$ cat src/rtl/prio_arbiter_ctrl.sv
// Crossing sequencer and fixed-priority readout arbiter for NMEM memory support blocks.
// Issues init/setup, grants the lowest non-empty channel, and tags read data with its source index.
module prio_arbiter_ctrl #(
  parameter int unsigned NMEM      = 8,
  parameter int unsigned IDXW      = 3,
  parameter int unsigned SETUP_CYC = 2,
  parameter int unsigned RD_LAT    = 2
) (
  input  logic            clk,
  input  logic            reset,
  input  logic            start,
  input  logic [NMEM-1:0] has_dat,
  input  logic [NMEM-1:0] valid,
  output logic            init,
  output logic            setup,
  output logic [NMEM-1:0] sel,
  output logic            out_vld,
  output logic [IDXW-1:0] out_idx,
  output logic            busy,
  output logic            done,
  output logic            err
);

  localparam int unsigned CNT_MAX = (SETUP_CYC > RD_LAT + 1) ? SETUP_CYC : RD_LAT + 1;
  localparam int unsigned CNTW    = $clog2(CNT_MAX + 1);

  typedef enum logic [2:0] {
    ST_IDLE,
    ST_INIT,
    ST_SETUP,
    ST_RUN,
    ST_DRAIN
  } state_t;

  state_t                      state_q, state_d;
  logic [CNTW-1:0]             cnt_q, cnt_d;
  logic                        init_q, init_d;
  logic                        setup_q, setup_d;
  logic                        busy_q, busy_d;
  logic                        done_q, done_d;
  logic                        err_q, err_d;
  logic [RD_LAT-1:0]           vld_pipe_q, vld_pipe_d;
  logic [RD_LAT-1:0][IDXW-1:0] idx_pipe_q, idx_pipe_d;

  logic [NMEM-1:0] lsb_oh;
  logic [IDXW-1:0] enc_idx;
  logic            enc_found;
  logic            multi_vld;
  logic            cap_vld;

  // Fixed priority grant: isolate the lowest set bit of has_dat.
  always_comb begin
    lsb_oh = has_dat & (~has_dat + NMEM'(1));
    sel    = (state_q == ST_RUN) ? lsb_oh : '0;
  end

  // Lowest-index encoder for the read-issued flags.
  always_comb begin
    enc_idx   = '0;
    enc_found = 1'b0;
    for (int i = 0; i < int'(NMEM); i++) begin
      if (valid[i] && !enc_found) begin
        enc_idx   = IDXW'(i);
        enc_found = 1'b1;
      end
    end
  end

  assign multi_vld = (valid & (valid - NMEM'(1))) != '0;
  // Valids arriving during INIT are stragglers of an aborted crossing's last grant.
  assign cap_vld   = (|valid) && (state_q != ST_INIT);

  always_comb begin
    state_d = state_q;
    cnt_d   = cnt_q;
    done_d  = 1'b0;
    if (start) begin
      state_d = ST_INIT;
    end else begin
      case (state_q)
        ST_IDLE: state_d = ST_IDLE;
        ST_INIT: begin
          state_d = ST_SETUP;
          cnt_d   = CNTW'(SETUP_CYC - 1);
        end
        ST_SETUP: begin
          if (cnt_q == '0) state_d = ST_RUN;
          else             cnt_d   = cnt_q - CNTW'(1);
        end
        ST_RUN: begin
          if (has_dat == '0) begin
            state_d = ST_DRAIN;
            cnt_d   = CNTW'(RD_LAT);
          end
        end
        ST_DRAIN: begin
          if (cnt_q == '0) begin
            state_d = ST_IDLE;
            done_d  = 1'b1;
          end else begin
            cnt_d = cnt_q - CNTW'(1);
          end
        end
        default: state_d = ST_IDLE;
      endcase
    end
    init_d  = (state_d == ST_INIT);
    setup_d = (state_d == ST_SETUP);
    busy_d  = (state_d != ST_IDLE);
    err_d   = start ? 1'b0 : (err_q | multi_vld);
  end

  // Read-latency alignment pipeline; start flushes it.
  always_comb begin
    vld_pipe_d = '0;
    idx_pipe_d = '0;
    if (!start) begin
      vld_pipe_d[0] = cap_vld;
      idx_pipe_d[0] = cap_vld ? enc_idx : '0;
      for (int i = 1; i < int'(RD_LAT); i++) begin
        vld_pipe_d[i] = vld_pipe_q[i-1];
        idx_pipe_d[i] = idx_pipe_q[i-1];
      end
    end
  end

  always_ff @(posedge clk or posedge reset) begin
    if (reset) begin
      state_q    <= ST_IDLE;
      cnt_q      <= '0;
      init_q     <= 1'b0;
      setup_q    <= 1'b0;
      busy_q     <= 1'b0;
      done_q     <= 1'b0;
      err_q      <= 1'b0;
      vld_pipe_q <= '0;
      idx_pipe_q <= '0;
    end else begin
      state_q    <= state_d;
      cnt_q      <= cnt_d;
      init_q     <= init_d;
      setup_q    <= setup_d;
      busy_q     <= busy_d;
      done_q     <= done_d;
      err_q      <= err_d;
      vld_pipe_q <= vld_pipe_d;
      idx_pipe_q <= idx_pipe_d;
    end
  end

  assign init    = init_q;
  assign setup   = setup_q;
  assign busy    = busy_q;
  assign done    = done_q;
  assign err     = err_q;
  assign out_vld = vld_pipe_q[RD_LAT-1];
  assign out_idx = idx_pipe_q[RD_LAT-1];

endmodule

$ cat config.mk
export PLATFORM = sky130hd
export DESIGN_NAME = prio_arbiter_ctrl
export DESIGN_NICKNAME = d
export VERILOG_FILES = /design/src/rtl/prio_arbiter_ctrl.sv
export SDC_FILE = /design/constraint.sdc
export NUM_CORES = 1
export LEC_CHECK = 0
export ABC_CLOCK_PERIOD_IN_PS = 2500
export CAP_MARGIN = 20
export CORE_MARGIN = 2
export CORE_UTILIZATION = 45
export CTS_BUF_LIST = sky130_fd_sc_hd__clkbuf_4 sky130_fd_sc_hd__clkbuf_8
export DETAILED_ROUTE_END_ITERATION = 7
export GPL_TIMING_DRIVEN = 0
export PLACE_DENSITY = 0.92
export SLEW_MARGIN = 20
export SYNTH_ARGS = -nofsm -noshare
export SYNTH_HDL_FRONTEND = slang
export SYNTH_SLANG_ARGS = --single-unit
$ cat constraint.sdc
create_clock -name clk -period 2.5 [get_ports clk]
set_input_delay 0.75 -clock clk [delete_from_list [all_inputs] [get_ports clk]]
set_output_delay 0.75 -clock clk [all_outputs]
set_load 0.05 [all_outputs]
# == After elaboration in Yosys (flattened, before gate mapping) ==
# Index checks and enable logic that the tools add are counted.
# op_classes
mux,30
eq_ne,9
bitwise,5
reduce_logical,23
add_sub_neg,3
# op_table
cell,count
3-bit two-way mux,11
8-bit bitwise AND,2
1-bit two-way mux,12
3-bit case mux with 4 select lines,1
3-bit by 2-bit == test with 1-bit output (second input constant),3
8-bit by 1-bit adder with 8-bit output (second input constant),1
1-bit logical AND,8
8-bit logical NOT,1
8-bit two-way mux,1
8-bit inverter,1
8-bit nonzero test,1
8-bit OR reduction,1
8-bit by 1-bit subtractor with 8-bit output (second input constant),1
1-bit logical NOT,7
3-bit by 1-bit == test with 1-bit output (second input constant),2
2-bit two-way mux,3
6-bit two-way mux,1
2-bit case mux with 3 select lines,1
3-bit nonzero test,2
4-bit AND reduction,1
3-bit == test (second input constant),1
3-bit by 1-bit inequality test with 1-bit output (second input constant),1
2-bit logical NOT,1
2-bit by 1-bit inequality test with 1-bit output (second input constant),1
other kinds (5),5
# totals
out_inout_bits,17
register_bits,18
elab_cells,80
inputBits,19

# == Depth between registers and ports, before layout ==
# depth
ltp_word,24
mapped_depth,6
depth_no_buf,6

# == Worst setup path before layout ==
# No wires, ideal clock.
# synth_path
path_kind,input port to output port
from,input port has_dat[1]
to,output port sel[5]
required_ns,1.750
t_arrival_ns,1.705
path_stages,2
path_buffers,0
path_slack_ns,0.045
path_cell_list,nor4b_2 > and4b_1
# synth_via
elab_chain_cells,4
# synth_rtl
item,line_no,source
"start, declared",12,"input logic [NMEM-1:0] has_dat,"
8-bit inverter,53,lsb_oh = has_dat & (~has_dat + NMEM'(1));
8-bit by 1-bit adder with 8-bit output,53,
8-bit bitwise AND,53,
8-bit two-way mux,54,sel = (state_q == ST_RUN) ? lsb_oh : '0;
"end, declared",16,"output logic [NMEM-1:0] sel,"
# No other way between the ends.

# == Worst setup path after layout ==
# Ends and elaborated chain as after synthesis.

==> reports/results.tsv <==
metric	value	unit
status	complete, but fails checks	
violations	setup timing	
start_util	48.9	%
worstPathArrival	1830	ps
relSlewSlack	56.8	%
yosysSeqAreaShare	45.6	%
synth.top_cell.area_share	45.6	%
wl	2.37	mm
ir_worst_vdd	0.303	mV
dpl.cell_count	161	
hold_class	reg -> reg	
yosys_warnings	0	
yosys.area.top_type	dfrtp_1	
nets	163	
syn_nets	119	
vias	937	
rows	16	
fin_area	1450	um2
finalCritPeriodShare	103	%
power.leakage	0.000657	uW
internal-power	457	uW
gr-total-overflow	0	
drt-pass1-iter-count	4	
clkPwrFrac	21.0	%
critPathRequiredTime	1750	ps
finalSetupViolations	6	
dp_hpwl	1.69	mm
critPathLaunchType	primary input	
crit_fanout	7	
netlist_instances	99	
grt_pass1_vias	881	
pwr-share-comb	29.6	%
synthArstFlopShare	100	%
clk_pin_slew	100	ps
diodes	0	
vias_per_cell	5.58	
syn_area	988	um2
slew_viol_final	0	
fmax	0.388	GHz
track_usage	19.2	%
hold_viol_final	0	
synth_most_common_cell	dfrtp_1	
drc	0	
grt_pass1_wl	3.71	mm
grt_max_degree	19	
wire_per_inst	14.1	um
fin_cells	168	
antenna_found_initial	0	
place_area	1370	um2
crit_type	in -> out	
final_antenna_net_count	0	
drv_cap	0	
drive_above_1_share	21.3	%
io_buffers	35	
synth_seq_cells	18	
synth-edff-count	0	
power_density	458	nW/um2
p_sw	206	uW
r2r_slack	630	ps
clk_path_buf_depth	2	
die_y	50.9	um
area_growth	46.6	%
skew	3.39	ps
synth.distinct_cells	37	
dieArea	2590	um2
die_w	50.9	um
switching_share	31.0	%
worst_pin_slew	647	ps
drtIter0Drc	26	
worst_slack	-77.7	ps
yosys-top-cells-count	dfrtp_1 (18), nor2_1 (10), nor2b_1 (6)	
min_path_cells	1	
critPathCaptureType	primary output	
cts_hold_buf	0	
ys_top_cells_by_area	dfrtp_1 (46%), nor2_1 (3.8%), nor2b_1 (3.8%), nor4_1 (3.2%), and4b_1 (3.0%)	
hold_ws	470	ps
globalplace.congestion	0.804	
cts_tree	yes	
syn_avg_cell_area	9.98	um2
cts_max_level	1	
cts_made_buffers	3	
clock_latency	280	ps
reg2reg_depth	6	
ys.flop_type	dfrtp_1	
num_io_pins	36	
cts.sinks	18	
rsz0062_at_grt	true	
p_seq_share	49.4	%
clock-root-buffer	clkbuf_4	
core_area	2020	um2
period_needed	2580	ps
power	663	uW
-- metrics by stage --
step	utilization, %	worst slack (ps)	setup TNS [ps]
after floorplan	-	45.3	0
after global placement	67.9	-1010	-6860
after detailed placement	67.9	-1090	-7400
after CTS	71.7	-55.9	-165
after global routing	71.7	-140	-665
final	71.7	-77.7	-294
-- per-layer routing --
layer,GRT usage (%),up-vias,wire length [um]
li1,-,445,-
met1,21.4,437,918
met2,35.7,49,1270
met3,2.92,6,126
met4,9.01,0,61
met5,0,-,0
-- layout make-up --
type,instances,area [um2]
buffer,5,30.0
clock buffer,3,22.5
fill,154,573
inverter,4,15.0
multi-input combinational,71,513
sequential,18,452
tap,27,33.8
timing repair buffer,40,383
-- final timing paths --
| path | endpoint | from |
|---|---|---|
| max | sel[5] | has_dat[1] |
| min | vld_pipe_q[1]$_DFF_PP0_ | vld_pipe_q[0]$_DFF_PP0_ |
| max reg2reg | cnt_q[1]$_DFFE_PP0P_ | cnt_q[0]$_DFFE_PP0P_ |
| min reg2reg | vld_pipe_q[1]$_DFF_PP0_ | vld_pipe_q[0]$_DFF_PP0_ |
| max in group asynchronous | state_q[1]$_DFF_PP0_ | reset |
| min in group asynchronous | out_idx[0]$_DFF_PP0_ | reset |
-- placed cells by master (no fill, tap or decap), types with 2 or more instances in the layout --
cell type | synthesis | final
nor3_1 | 5 | 5
inv_1 | 4 | 4
clkbuf_4 | 0 | 3
nor4_1 | 5 | 4
buf_4 | 3 | 8
buf_6 | 0 | 6
nand2_1 | 2 | 2
clkdlybuf4s15_2 | 0 | 2
dlygate4sd2_1 | 0 | 4
nor2b_1 | 6 | 6
o21ai_0 | 3 | 3
and4b_1 | 3 | 3
a21oi_1 | 4 | 4
nor2_1 | 10 | 10
dfrtp_1 | 18 | 17
clkbuf_1 | 3 | 2
maj3_1 | 2 | 2
clkdlybuf4s50_1 | 0 | 21
nor4b_1 | 2 | 2
nand2b_1 | 2 | 2
nor3b_1 | 2 | 2
clkbuf_2 | 0 | 2
and3_1 | 4 | 4
o21bai_1 | 2 | 2
-- logic make-up after synthesis --
logic type / share of synthesized area [%]
AND/OR/NAND/NOR: 32.4
flip-flops: 45.6
AO/OA/AOI/OAI: 12.3
buffers and inverters: 4.94
adder cells (fa/ha/maj): 3.29
multiplexers: 1.52
-- sequential cells by signal, summed over array words and instances (netlist names), 2 cells and up --
register    flops
idx_pipe_q      3
cnt_q           2
vld_pipe_q      2
out_idx         3
state_q         3
-- power groups by stage --
stage,clock network (uW),logic (uW),registers (uW)
detailed placement,0,188,331
finish,139,196,328
global route,161,211,331
floorplan,0,97.0,346
CTS,139,193,327
global placement,0,181,330
-- worst max-delay path: stages --
cell and delay [ps]:
clkdlybuf4s15_2 220, nor4b_4 420, and4b_1 270, buf_6 160
-- repair_timing --
action,in CTS,in global routing
setup endpoints to repair,8,8
pin swaps,6,2
gates resized for setup,59,3
buffers inserted,4,1
No activity file was read; power rests on OpenSTA's default activity.
